**src/rtl/soin_rv_pkg.sv**
```systemverilog
// Shared SOIN-RV core constants: default register-file geometry and address width.
package soin_rv_pkg;

  localparam int unsigned XLEN_DEF  = 32;
  localparam int unsigned NREGS_DEF = 32;

  // Index width for a register file of nregs entries; never narrower than one bit.
  function automatic int unsigned addr_width(input int unsigned nregs);
    return (nregs > 1) ? $clog2(nregs) : 1;
  endfunction

  localparam int unsigned AW_DEF = addr_width(NREGS_DEF);

endpackage

```
**src/rtl/reg_file_rd_port.sv**
```systemverilog
// One combinational read port: storage lookup with hardwired-zero,
// write-through bypass and busy (RAW hazard) reporting.
module reg_file_rd_port
  import soin_rv_pkg::*;
#(
  parameter int unsigned XLEN   = XLEN_DEF,
  parameter int unsigned NREGS  = NREGS_DEF,
  parameter int unsigned AW     = addr_width(NREGS),
  parameter int unsigned BYPASS = 1,
  parameter int unsigned ZERO_R = 1
) (
  input  logic [AW-1:0]                addr,
  input  logic [NREGS-1:0][XLEN-1:0]   regs,
  input  logic [NREGS-1:0]             busy,
  input  logic                         wr_en,
  input  logic [AW-1:0]                wr_addr,
  input  logic [XLEN-1:0]              wr_data,
  output logic [XLEN-1:0]              data,
  output logic                         hazard
);

  logic zero_hit;
  logic byp_hit;

  // Select hardwired zero, bypassed write data, or stored value.
  always_comb begin
    zero_hit = (ZERO_R != 0) && (addr == '0);
    byp_hit  = (BYPASS != 0) && wr_en && (wr_addr == addr) && !zero_hit;
    data     = regs[addr];
    hazard   = busy[addr];
    if (zero_hit) begin
      data   = '0;
      hazard = 1'b0;
    end else if (byp_hit) begin
      data   = wr_data;
      hazard = 1'b0;
    end
  end

endmodule

```
**src/rtl/reg_file_sb.sv**
```systemverilog
// Integer register file with NRD read ports, one write port, optional
// write-through bypass and a per-register busy scoreboard for RAW detection.
module reg_file_sb
  import soin_rv_pkg::*;
#(
  parameter  int unsigned XLEN   = XLEN_DEF,
  parameter  int unsigned NREGS  = NREGS_DEF,
  parameter  int unsigned NRD    = 2,
  parameter  int unsigned BYPASS = 1,
  parameter  int unsigned ZERO_R = 1,
  localparam int unsigned AW     = addr_width(NREGS)
) (
  input  logic                 clk,
  input  logic                 rst,
  input  logic [NRD*AW-1:0]    rd_addr,
  output logic [NRD*XLEN-1:0]  rd_data,
  output logic [NRD-1:0]       rd_busy,
  input  logic                 wr_en,
  input  logic [AW-1:0]        wr_addr,
  input  logic [XLEN-1:0]      wr_data,
  input  logic                 iss_en,
  input  logic [AW-1:0]        iss_addr,
  input  logic                 flush,
  output logic [NREGS-1:0]     busy_vec
);

  logic [NREGS-1:0][XLEN-1:0] regs;
  logic [NREGS-1:0]           busy;
  logic [NREGS-1:0]           busy_nxt;
  logic                       wr_drop;
  logic                       wr_live;

  // Writes to the hardwired zero register are discarded.
  always_comb begin
    wr_drop = (ZERO_R != 0) && (wr_addr == '0);
    // A write presented during reset never lands, so it must not bypass either;
    // this keeps every read at zero while rst is high.
    wr_live = wr_en && !rst;
  end

  // Storage array update.
  always_ff @(posedge clk or posedge rst) begin
    if (rst) begin
      regs <= '0;
    end else if (wr_en && !wr_drop) begin
      regs[wr_addr] <= wr_data;
    end
  end

  // Next scoreboard: flush dominates; otherwise clear-on-write then
  // set-on-issue, so a coincident issue to the written register stays busy.
  always_comb begin
    busy_nxt = busy;
    if (flush) begin
      busy_nxt = '0;
    end else begin
      if (wr_en) busy_nxt[wr_addr] = 1'b0;
      if (iss_en) busy_nxt[iss_addr] = 1'b1;
    end
    if (ZERO_R != 0) busy_nxt[0] = 1'b0;
  end

  // Scoreboard register.
  always_ff @(posedge clk or posedge rst) begin
    if (rst) begin
      busy <= '0;
    end else begin
      busy <= busy_nxt;
    end
  end

  assign busy_vec = busy;

  for (genvar i = 0; i < NRD; i++) begin : g_rd
    reg_file_rd_port #(
      .XLEN   (XLEN),
      .NREGS  (NREGS),
      .AW     (AW),
      .BYPASS (BYPASS),
      .ZERO_R (ZERO_R)
    ) u_rd (
      .addr    (rd_addr[i*AW +: AW]),
      .regs    (regs),
      .busy    (busy),
      .wr_en   (wr_live),
      .wr_addr (wr_addr),
      .wr_data (wr_data),
      .data    (rd_data[i*XLEN +: XLEN]),
      .hazard  (rd_busy[i])
    );
  end

endmodule

```
**config.mk**
```make
export PLATFORM = sky130hd
export DESIGN_NAME = reg_file_sb
export DESIGN_NICKNAME = d
export VERILOG_FILES = /design/src/rtl/soin_rv_pkg.sv /design/src/rtl/reg_file_rd_port.sv /design/src/rtl/reg_file_sb.sv
export SDC_FILE = /design/constraint.sdc
export NUM_CORES = 2
export LEC_CHECK = 0
export CELL_PAD_IN_SITES_DETAIL_PLACEMENT = 1
export CELL_PAD_IN_SITES_GLOBAL_PLACEMENT = 1
export CORE_UTILIZATION = 51
export CTS_BUF_LIST = sky130_fd_sc_hd__clkbuf_4
export CTS_CLUSTER_DIAMETER = 200
export DETAILED_ROUTE_END_ITERATION = 7
export DONT_BUFFER_PORTS = 1
export PLACE_DENSITY = 0.89
export SLEW_MARGIN = 15
export SYNTH_ARGS = -nofsm -noshare
export SYNTH_HDL_FRONTEND = slang
export SYNTH_HIERARCHICAL = 1
export SYNTH_SLANG_ARGS = --single-unit
```
**constraint.sdc**
```tcl
create_clock -name clk -period 37.4 [get_ports clk]
set_input_delay 7.48 -clock clk [delete_from_list [all_inputs] [get_ports clk]]
set_output_delay 7.48 -clock clk [all_outputs]
set_load 0.05 [all_outputs]
```
==> metrics <==
Syn-to-layout area delta=6.75%; total core area=111000 um^2; initial antenna violation count=17; worst-path fanout max=316; Primary FF master, synth=dfrtp_1; Mapped Cells=3963; Max Slew Vio Count=around 320; hold_buf cts=0; final period utilization=between 50% and 60%; ys async rst share=100%; fillcell total=10400; global router's overall resource usage=41.8%; largest net degree at the start of global routing=about 320; reg2reg end=busy_vec[27]; number of synthesized flops with an enable pin=0; Vias per Instance=8.01; register area share after synthesis=46.3%; Die H=336 um; met1 Use GR=between 40% and 50%; CTS Buf Count=288; min-delay src=regs[27]; Setup violations, final=0; Layout Nets=3928; clock period minus worst slack=19.54 ns; CTS H-Tree Depth=5; Avg WL per Cell=42.5 um; Vias=44400; Routed Antenna Nets=0; startpoint types=primary input; worst hold path depth=0; Starting Density=about half; DRT iter0 DRCs=~6700; clk_skew=0 ns; CTS root buf=clkbuf_4; IR drop worst, VDD=0.0391 mV; Multi-input gate area=~28000 um^2; worst-skew pair later-pin latency=between 1 and 1.5 ns; CTS max path bufs=4; number of buffers added on ports=0; Yosys warning count=6; CTS sink count=1055; Synth Register Bits=around 1100; RePlAce Congestion=0.828; grt total ovfl=0; met2 global-route usage=59.6%; crit path kind=in2out; post-synth top area share=a little under half; first-pass GRT wire length=342 mm; final WL=236 mm; RSZ-0062 raised after global routing=no; die area=113000 um^2; drt pass-1 iters=6; Yosys top cell by area=dfrtp_1; Critical Path End Type=output pin; WHS Endpoint=regs[27]; # DRC=0; R2R Setup Slk=35.74 ns; fraction of layout instances using a drive strength above 1=47.5%; met3 Usage GRT=19.8%; PwrDens=between 50 and 60 nW/um^2; Required @ worst endpoint=roughly 30 ns; Max Fclk=approximately 0.051 GHz; post-synthesis cell type count=53; Worst Tran Pin Value=2.49 ns; FF-to-FF Start=busy_vec[27]; CTS-repair resized insts=0; Ports=155; busiest layer in global routing=met2; failing checks=max-slew violations; Total Power=3350 uW; # Max-Cap Violations=0; Die X=336 um; endpoints failing hold=0; HP Class=reg2reg; hpwl dp=112 mm; number of global-route vias before repair=48000; top post-synthesis cells by area=dfrtp_1 (46%), mux2_2 (19%), mux4_2 (14%); postcts setup bufs=0; run status=finished with violations; CTS tree=built; cell leakage power=around 0.026 uW; worst r2r path cells=2; synthesized area=57000 um^2; storage element area=26400 um^2; Crit path arrival time=~12 ns; Syn Area/Cell=between 10 and 15 um^2; Slew headroom=-66.0%; Worst-path clk slew=0.07 ns; Site Rows=122; TNS Setup=0 ns
-- routing by layer --
metal,share of wire [%],vias to the layer above,wire length (um)
met4,10,18,23600
met1,32,22600,75400
met5,0.10,-,245
li1,-,15300,-
met2,43,4594,102000
met3,15,1848,34900
-- Yosys cell counts (3+ instances only) --
| cell | count |
|---|---|
| a21oi_1 | 12 |
| a221oi_1 | 118 |
| a22o_1 | 22 |
| a22oi_1 | 28 |
| a31oi_1 | 38 |
| and3_1 | 3 |
| buf_1 | 21 |
| buf_12 | 8 |
| buf_2 | 143 |
| buf_4 | 25 |
| buf_6 | 30 |
| buf_8 | 6 |
| clkbuf_1 | 236 |
| dfrtp_1 | 1055 |
| inv_1 | 20 |
| mux2_1 | 51 |
| mux2_2 | 959 |
| mux2i_1 | 330 |
| mux4_2 | 364 |
| nand2_1 | 22 |
| nand2b_1 | 7 |
| nand3_1 | 9 |
| nand3b_1 | 3 |
| nand4b_1 | 4 |
| nor2_1 | 39 |
| nor2b_1 | 25 |
| nor3_2 | 3 |
| nor3b_2 | 4 |
| nor4_1 | 6 |
| o211ai_1 | 68 |
| o21a_1 | 10 |
| o21ai_0 | 84 |
| o221a_2 | 18 |
| o221ai_1 | 36 |
| o22a_1 | 44 |
| o22ai_1 | 46 |
| o2bb2ai_1 | 14 |
| o32ai_1 | 17 |
| or2_2 | 4 |
| or3_1 | 5 |
| xor2_1 | 8 |
-- logic make-up after synthesis --
logic type	synth area share, %
mux	40.2
flops	46.3
compound gates	7.41
buf+inv	4.44
simple gates	1.48
xor+xnor	0.154
other cells	0.00658
-- worst max path at each step --
stage | startpoint | to
global placement | rd_addr[5] | rd_data[42]
detailed placement | rd_addr[0] | rd_data[10]
global route | rd_addr[0] | rd_data[10]
finish | rd_addr[0] | rd_data[1]
CTS | rd_addr[0] | rd_data[10]
floorplan | rst | busy_vec[10]
-- state kept, by name, indices dropped and copies added (netlist names) --
signal	count
regs	1024
busy_vec	31
-- worst max-delay path, cell delays in order --
cell      delay [ns]
and2_1          1.05
a22o_1          0.32
a221oi_1        0.63
o221ai_1        0.48
a31oi_1         0.99
-- layout make-up --
type | count | area share (%)
antenna | 9 | 0.0370
clock buffer | 406 | 5.01
clock inverter | 57 | 0.543
inverter | 20 | 0.136
multi-input combinational | 2421 | 46.7
sequential | 1055 | 43.4
tap | 1488 | 3.06
timing repair buffer | 85 | 1.13
-- layout by cell type, fill, tap and decap left out, types with 5 or more instances in the layout --
master	count
nor2_4	13
a22oi_1	28
nor2b_1	25
o21ai_0	84
nor4_1	6
o211ai_1	68
mux2_1	51
mux4_2	364
o21a_1	10
a31oi_2	16
nand3_1	7
inv_1	19
o221a_2	18
o32ai_1	17
nand2_1	10
o22ai_1	46
mux2_2	959
a221oi_1	118
xor2_1	8
buf_4	79
a22o_1	22
a21oi_1	12
o221ai_1	36
dfrtp_1	1055
mux2i_1	330
clkinv_2	5
nor2_1	26
o22a_1	44
a31oi_1	22
clkinv_1	42
nand2_2	10
diode_2	9
o2bb2ai_1	14
clkbuf_4	406
inv_2	5
-- report_power, final --
part	internal [uW]	total [uW]	switching, uW	leakage [uW]
clock network	524	1090	565	0.00204
registers	1350	1570	222	0.0136
logic	369	690	321	0.0108
-- stage by stage --
stage               std cells  hold WS [ns]  util (%)  cell area, um^2  worst slack [ns]
floorplan                3965         0.441         -            57000             0.225
global placement         5069         0.376      51.9            57400             19.53
detailed placement       5069         0.389      51.9            57400             19.34
CTS                      5532         0.412      54.9            60800             19.25
global route             5537         0.422      54.9            60800             18.67
finish                   5541         0.409      54.9            60800             17.86
Power figures use the tool's default switching activity.
